$ cat config.mk
export PLATFORM = sky130hd
export DESIGN_NAME = seg7_scan_ctrl
export DESIGN_NICKNAME = d
export VERILOG_FILES = /design/src/rtl/seg7_scan_ctrl.sv
export SDC_FILE = /design/constraint.sdc
export NUM_CORES = 1
export LEC_CHECK = 0
export CAP_MARGIN = 20
export CORE_MARGIN = 2
export CORE_UTILIZATION = 35
export DETAILED_ROUTE_END_ITERATION = 8
export GPL_TIMING_DRIVEN = 0
export HOLD_SLACK_MARGIN = 0.05
export SETUP_SLACK_MARGIN = 0.2
export SLEW_MARGIN = 30
export SYNTH_ARGS = -nofsm -noshare
export SYNTH_HDL_FRONTEND = slang
export SYNTH_SLANG_ARGS = --single-unit
$ cat constraint.sdc
create_clock -name CLK -period 5.7 [get_ports CLK]
set_input_delay 0.57 -clock CLK [delete_from_list [all_inputs] [get_ports CLK]]
set_output_delay 0.57 -clock CLK [all_outputs]
set_load 0.05 [all_outputs]
$ cat src/rtl/seg7_scan_ctrl.sv
// Multiplexed common-anode 7-segment scan driver: hex decode, decimal points, double-buffered data,
// leading-zero blanking and PWM brightness. Outputs are registered (one cycle behind the slot counter).
module seg7_scan_ctrl #(
    parameter int NUM_DIGITS = 4,
    parameter int SLOT_CYC   = 25000,
    parameter int BRIGHT_W   = 3
) (
    input  logic                    CLK,
    input  logic                    RST,
    input  logic [4*NUM_DIGITS-1:0] digits,
    input  logic [NUM_DIGITS-1:0]   dp_in,
    input  logic                    load,
    input  logic                    lzs_en,
    input  logic [BRIGHT_W-1:0]     bright,
    output logic [7:0]              segData,
    output logic [NUM_DIGITS-1:0]   segCtl,
    output logic                    frame_done
);
    localparam int CNT_W = (SLOT_CYC > 1) ? $clog2(SLOT_CYC) : 1;
    localparam int IDX_W = (NUM_DIGITS > 1) ? $clog2(NUM_DIGITS) : 1;
    localparam int ON_W  = CNT_W + BRIGHT_W + 1;
    localparam logic [CNT_W-1:0] CNT_LAST = CNT_W'(SLOT_CYC - 1);
    localparam logic [IDX_W-1:0] IDX_LAST = IDX_W'(NUM_DIGITS - 1);

    logic [CNT_W-1:0]        r_cnt;
    logic [IDX_W-1:0]        r_idx;
    logic [4*NUM_DIGITS-1:0] r_pend;
    logic [4*NUM_DIGITS-1:0] r_act;
    logic [NUM_DIGITS-1:0]   r_pend_dp;
    logic [NUM_DIGITS-1:0]   r_act_dp;
    logic                    r_pend_vld;
    logic [7:0]              r_seg;
    logic [NUM_DIGITS-1:0]   r_ctl;
    logic                    r_frame_done;

    logic                    w_slot_end;
    logic                    w_wrap;
    logic [ON_W-1:0]         w_on_prod;
    logic [ON_W-1:0]         w_on_cyc;
    logic                    w_lit;
    logic                    w_blank;
    logic [NUM_DIGITS-1:0]   w_lead_zero;
    logic [3:0]              w_code;
    logic [6:0]              w_glyph;
    logic [7:0]              w_seg_nxt;
    logic [NUM_DIGITS-1:0]   w_ctl_nxt;

    function automatic logic [6:0] hex_glyph(input logic [3:0] code);
        case (code)
            4'h0: hex_glyph = 7'h40;
            4'h1: hex_glyph = 7'h79;
            4'h2: hex_glyph = 7'h24;
            4'h3: hex_glyph = 7'h30;
            4'h4: hex_glyph = 7'h19;
            4'h5: hex_glyph = 7'h12;
            4'h6: hex_glyph = 7'h02;
            4'h7: hex_glyph = 7'h78;
            4'h8: hex_glyph = 7'h00;
            4'h9: hex_glyph = 7'h10;
            4'hA: hex_glyph = 7'h08;
            4'hB: hex_glyph = 7'h03;
            4'hC: hex_glyph = 7'h46;
            4'hD: hex_glyph = 7'h21;
            4'hE: hex_glyph = 7'h06;
            default: hex_glyph = 7'h0E;
        endcase
    endfunction

    assign w_slot_end = (r_cnt == CNT_LAST);
    assign w_wrap     = w_slot_end && (r_idx == IDX_LAST);

    // On-time in cycles; the ghost cycle at cnt==0 is always dark on top of this.
    assign w_on_prod  = (ON_W'(bright) + ON_W'(1)) * ON_W'(SLOT_CYC);
    assign w_on_cyc   = w_on_prod >> BRIGHT_W;
    assign w_lit      = (r_cnt != '0) && (ON_W'(r_cnt) < w_on_cyc);

    // w_lead_zero[i]: digit i and every more-significant digit hold code 0.
    always_comb begin
        w_lead_zero = '0;
        for (int i = 0; i < NUM_DIGITS; i++) begin
            w_lead_zero[i] = 1'b1;
            for (int j = i; j < NUM_DIGITS; j++) begin
                if (r_act[4*j +: 4] != 4'h0) begin
                    w_lead_zero[i] = 1'b0;
                end
            end
        end
    end

    assign w_code  = r_act[4*r_idx +: 4];
    assign w_glyph = hex_glyph(w_code);
    assign w_blank = lzs_en && (r_idx != '0) && w_lead_zero[r_idx];

    always_comb begin
        w_seg_nxt = 8'hFF;
        w_ctl_nxt = '0;
        if (w_lit) begin
            w_ctl_nxt[r_idx] = 1'b1;
            w_seg_nxt = {~r_act_dp[r_idx], (w_blank ? 7'h7F : w_glyph)};
        end
    end

    always_ff @(posedge CLK or posedge RST) begin
        if (RST) begin
            r_cnt        <= '0;
            r_idx        <= '0;
            r_pend       <= '0;
            r_pend_dp    <= '0;
            r_pend_vld   <= 1'b0;
            r_act        <= '0;
            r_act_dp     <= '0;
            r_seg        <= 8'hFF;
            r_ctl        <= '0;
            r_frame_done <= 1'b0;
        end else begin
            if (w_slot_end) begin
                r_cnt <= '0;
                r_idx <= (r_idx == IDX_LAST) ? '0 : r_idx + 1'b1;
            end else begin
                r_cnt <= r_cnt + 1'b1;
            end
            // Frame start promotes the old pending data even if a new load lands on the same edge.
            if (w_wrap && r_pend_vld) begin
                r_act    <= r_pend;
                r_act_dp <= r_pend_dp;
            end
            if (load) begin
                r_pend     <= digits;
                r_pend_dp  <= dp_in;
                r_pend_vld <= 1'b1;
            end else if (w_wrap) begin
                r_pend_vld <= 1'b0;
            end
            r_frame_done <= w_wrap;
            r_ctl        <= w_ctl_nxt;
            r_seg        <= w_seg_nxt;
        end
    end

    assign segData    = r_seg;
    assign segCtl     = r_ctl;
    assign frame_done = r_frame_done;
endmodule

==> results.md <==
* Root Driver: clkbuf_16
* Dominant cell by count in the synthesized netlist: dfrtp_1
* Async set or reset register ratio after synthesis at between 90% and 100%
* Die Y at 112.5 um
* WP data required at slightly below 6 ns
* Die ar. at 12,660 sq um
* EDFF count, synth at 0
* Unrepaired setup endpoints after global routing: no
* Post-route ant nets at 0
* Post-CTS repair timing setup buffer count at 0
* Hold endpoint: r_act[11]$_DFFE_PP0P_
* Net Count, Synth at ~410
* Pre-Repair DR Iteration Count at 4
* Fmax at 0.1971 GHz
* Fin area at 5060 sq um
* Hold Crit Depth at 1
* Routed length per instance at roughly 15 um
* Hold Startpoint: r_pend[11]$_DFFE_PP0P_
* Row count at 39
* Hold-fix buffers, CTS at 0
* Antenna diodes at 0
* Yosys reg bits at 71
* Reg2reg end: segCtl[1]$_DFF_PP0_
* Sequential area share after synthesis at 43.36%
* CP max stage delay at about 0.52 ns
* Crit path launch type: primary input
* Met2 WL post-DR at 3631 um
* Tmin final at 5.074 ns
* Placer Congestion at approximately 0.85
* Setup CP Type: primary input to flop
* Power per cell area at about 260 nW/um^2
* WL met3 at approximately 340 um
* Synth Cell Area at 4120 sq um
* Via count of the first global-routing pass at 2,852
* Power share of the clock group at just under 50%
* CP top delay family: compound AO/OA/AOI/OAI gates
* Worst hold path class: flop to flop
* Later-pin clock latency in the skew report at 0.33 ns
* Area of the multi-input gates at 2203 sq um
* Chip Width at 112.5 um
* Ys flop type: dfrtp_1
* # H-tree levels at 3
* Slew Limit Headroom at 54.53%
* Final Max Tran Viols at 0
* Met1 wire length at 3905 um
* Vias at 2,729
* Worst path slowest cell: clkdlybuf4s50_1
* Grt ovf at 0
* Fin. Hold Viols at 0
* Clock buffer depth at 2
* DR DRC count at 0
* Outcome: complete, no violations
* Drt total wl at 8010 um
* Cells after synthesis at 345
* Leakage at ~2.3 nW
* Crit-path max FO at 10
* Clock skew at 0.004002 ns
* Post-synth cell types at 47
* Worst Tran Pin Value at a little under 0.7 ns
* R2r worst-path depth at 8
* GRT Resource Usage Total at 13.79%
* WP buf/inv at 4
* CTS Buf Count at 9
* CTS tree: done
* First-pass GRT wire length at 14,110 um
* Power Internal at 1.022 mW
* Maximum vdd ir drop at 0.1879 mV
* Initial antenna violation count at 0
* Max-cap violations at 0
* # fillers at 1,061
* Combinational group share of total power at 11.2%
* Top post-synthesis cells by area: dfrtp_1 (38%), ha_1 (12%), mux2_4 (7.3%)
* Net Sw Power at approximately 0.3 mW
* Yosys Warn Count at 0
* Number of vias per cell at roughly 5
* Fin Setup TNS at 0 ns
* Area delta synth->final at 22.81%
* Fin crit share at 89.02%
* Largest net degree at the start of global routing at 40
* Iteration-0 DRC Markers at 123
* Reg2reg setup slack at 3.32 ns
* Post-synth top cells: dfrtp_1 (63), ha_1 (41), mux2_2 (24), mux2_4 (20), nand2_1 (19)
* # IOs at 40
* Initial core utilization at between 30 and 40%
* CP Capture Type: flop
* R2r startpoint: r_cnt[0]$_DFF_PP0_
* Critical path depth at 18
* Mapped Avg Cell Area at 11.94 sq um
* Setup Viol. Count Final at 0
* CTS sink cnt at 71
* Synth top area share at between 30% and 40%
* Crit-path cells: clkdlybuf4s50_1, clkbuf_2, inv_1, ha_1, ha_1, ha_1, ha_1, a21oi_1, o21ai_0, a221oi_1, xor2_1, ha_1, a21oi_1, o21ai_0, a2111oi_0, o2bb2ai_1, clkbuf_2, o311ai_0
* Seq pwr share at 40.1%
* Top routing layer used: met4
* CTS clk-pin slew, worst paths at around 0.06 ns
* Area after DPL at 4712 sq um
* Nets@finish at 464
* Sw frac at 22.44%
* Post-DP HPWL at 5991 um
* Register area at 1787 sq um
* Top cell type by total area after synthesis: dfrtp_1
* Worst Path Arrival at 5.29 ns
* Share of cells above drive strength 1 at 21.70%
* Number of port buffers at 39
* CP most frequent cell: ha_1
* Core area at 11,470 sq um
-- worst register-to-register path: stages, from the launching register on --
cell and delay, ns:
dfrtp_1 0.44, inv_1 0.10, ha_1 0.14, or4b_1 0.43, nor4_1 0.38, a2111oi_0 0.14, o2bb2ai_1 0.22, clkbuf_2 0.23
and2_1 0.19
-- area by class of cell --
type / count / area share [%]
well taps: 143 / 3.536
inverters: 19 / 1.459
flip-flops and latches: 71 / 35.31
clock buffers: 9 / 4.451
clock inverters: 7 / 2.374
repair buffers: 40 / 8.111
plain buffers: 11 / 1.212
multi-input cells: 244 / 43.55
-- power groups by stage --
stage          combinational, mW  clock, mW  sequential (mW)
6_report                   0.148      0.641            0.528
5_1_grt                    0.169      0.680            0.530
4_1_cts                    0.150      0.657            0.528
3_5_place_dp               0.149          0            0.537
3_3_place_gp               0.143          0            0.537
2_1_floorplan              0.100          0            0.537
-- state kept, by name, summed over array words and instances (netlist names) --
name,cells
r_act,16
r_pend,16
r_cnt,15
segData,8
r_act_dp,4
r_pend_dp,4
segCtl,4
r_idx,2
frame_done,1
r_pend_vld,1
-- cells by family after synthesis --
logic type,Yosys count,synth area share (%)
DFF,71,43.36
adders and majority gates,41,12.45
muxes,52,17.61
AOI/OAI and AO/OA,41,6.469
buffers and inverters,30,3.158
and+or+nand+nor,83,10.84
xor gates and xnor gates,27,6.104
-- cell usage in the layout (no fill, tap or decap), types with 3 or more instances in the layout --
master / n
mux2_4: 20
dfstp_2: 8
nand3_1: 8
inv_1: 17
clkbuf_1: 5
xnor2_1: 13
nand4_1: 4
nand2b_1: 5
nor4_1: 5
and2_1: 4
mux4_2: 6
a31oi_1: 3
ha_1: 41
dfrtp_1: 63
and3_1: 3
nor2_1: 17
bufinv_16: 3
o21ai_0: 11
xor2_1: 13
mux2_2: 24
clkdlybuf4s50_1: 39
clkbuf_16: 9
nand2_1: 19
nor3_1: 3
a21oi_1: 9
a211oi_1: 3
nor2b_1: 6
-- metrics by stage --
step / setup WS, ns / power [mW] / util [%] / hold WS, ns / std cells
6_report: 0.6259 / 1.318 / 44.12 / 0.5007 / 544
5_1_grt: 0.2581 / 1.379 / 44.12 / 0.5227 / 544
4_1_cts: 0.2539 / 1.336 / 44.10 / 0.5073 / 544
3_5_place_dp: -0.09719 / 0.6865 / 41.09 / 0.4942 / 528
3_3_place_gp: -0.00003286 / 0.6797 / 40.89 / 0.4817 / 527
2_1_floorplan: 1.281 / 0.6375 / - / 0.4699 / 345
-- metal layers --
layer | global-route usage [%] | vias up
met5 | 0 | -
li1 | - | 1340
met4 | 5.447 | 0
met2 | 21.24 | 62
met3 | 2.376 | 13
met1 | 19.44 | 1314
-- worst max path at each step --
stage                          from                    to  slack (ns)
after floorplan           bright[0]  segData[6]$_DFF_PP1_        1.28
after global placement    bright[0]  segData[6]$_DFF_PP1_    -0.00003
after detailed placement  bright[0]  segData[6]$_DFF_PP1_        -0.1
after CTS                 bright[0]  segData[6]$_DFF_PP1_        0.25
after global routing      bright[0]  segData[6]$_DFF_PP1_        0.26
final                     bright[0]  segData[6]$_DFF_PP1_        0.63
-- what timing repair did --
| item | in CTS | in global routing |
|---|---|---|
| setup endpoints to repair | 0 | 10 |
| resized for setup | 0 | 4 |
| hold endpoints to repair | 0 | 0 |
(Power assumes the default switching activity.)
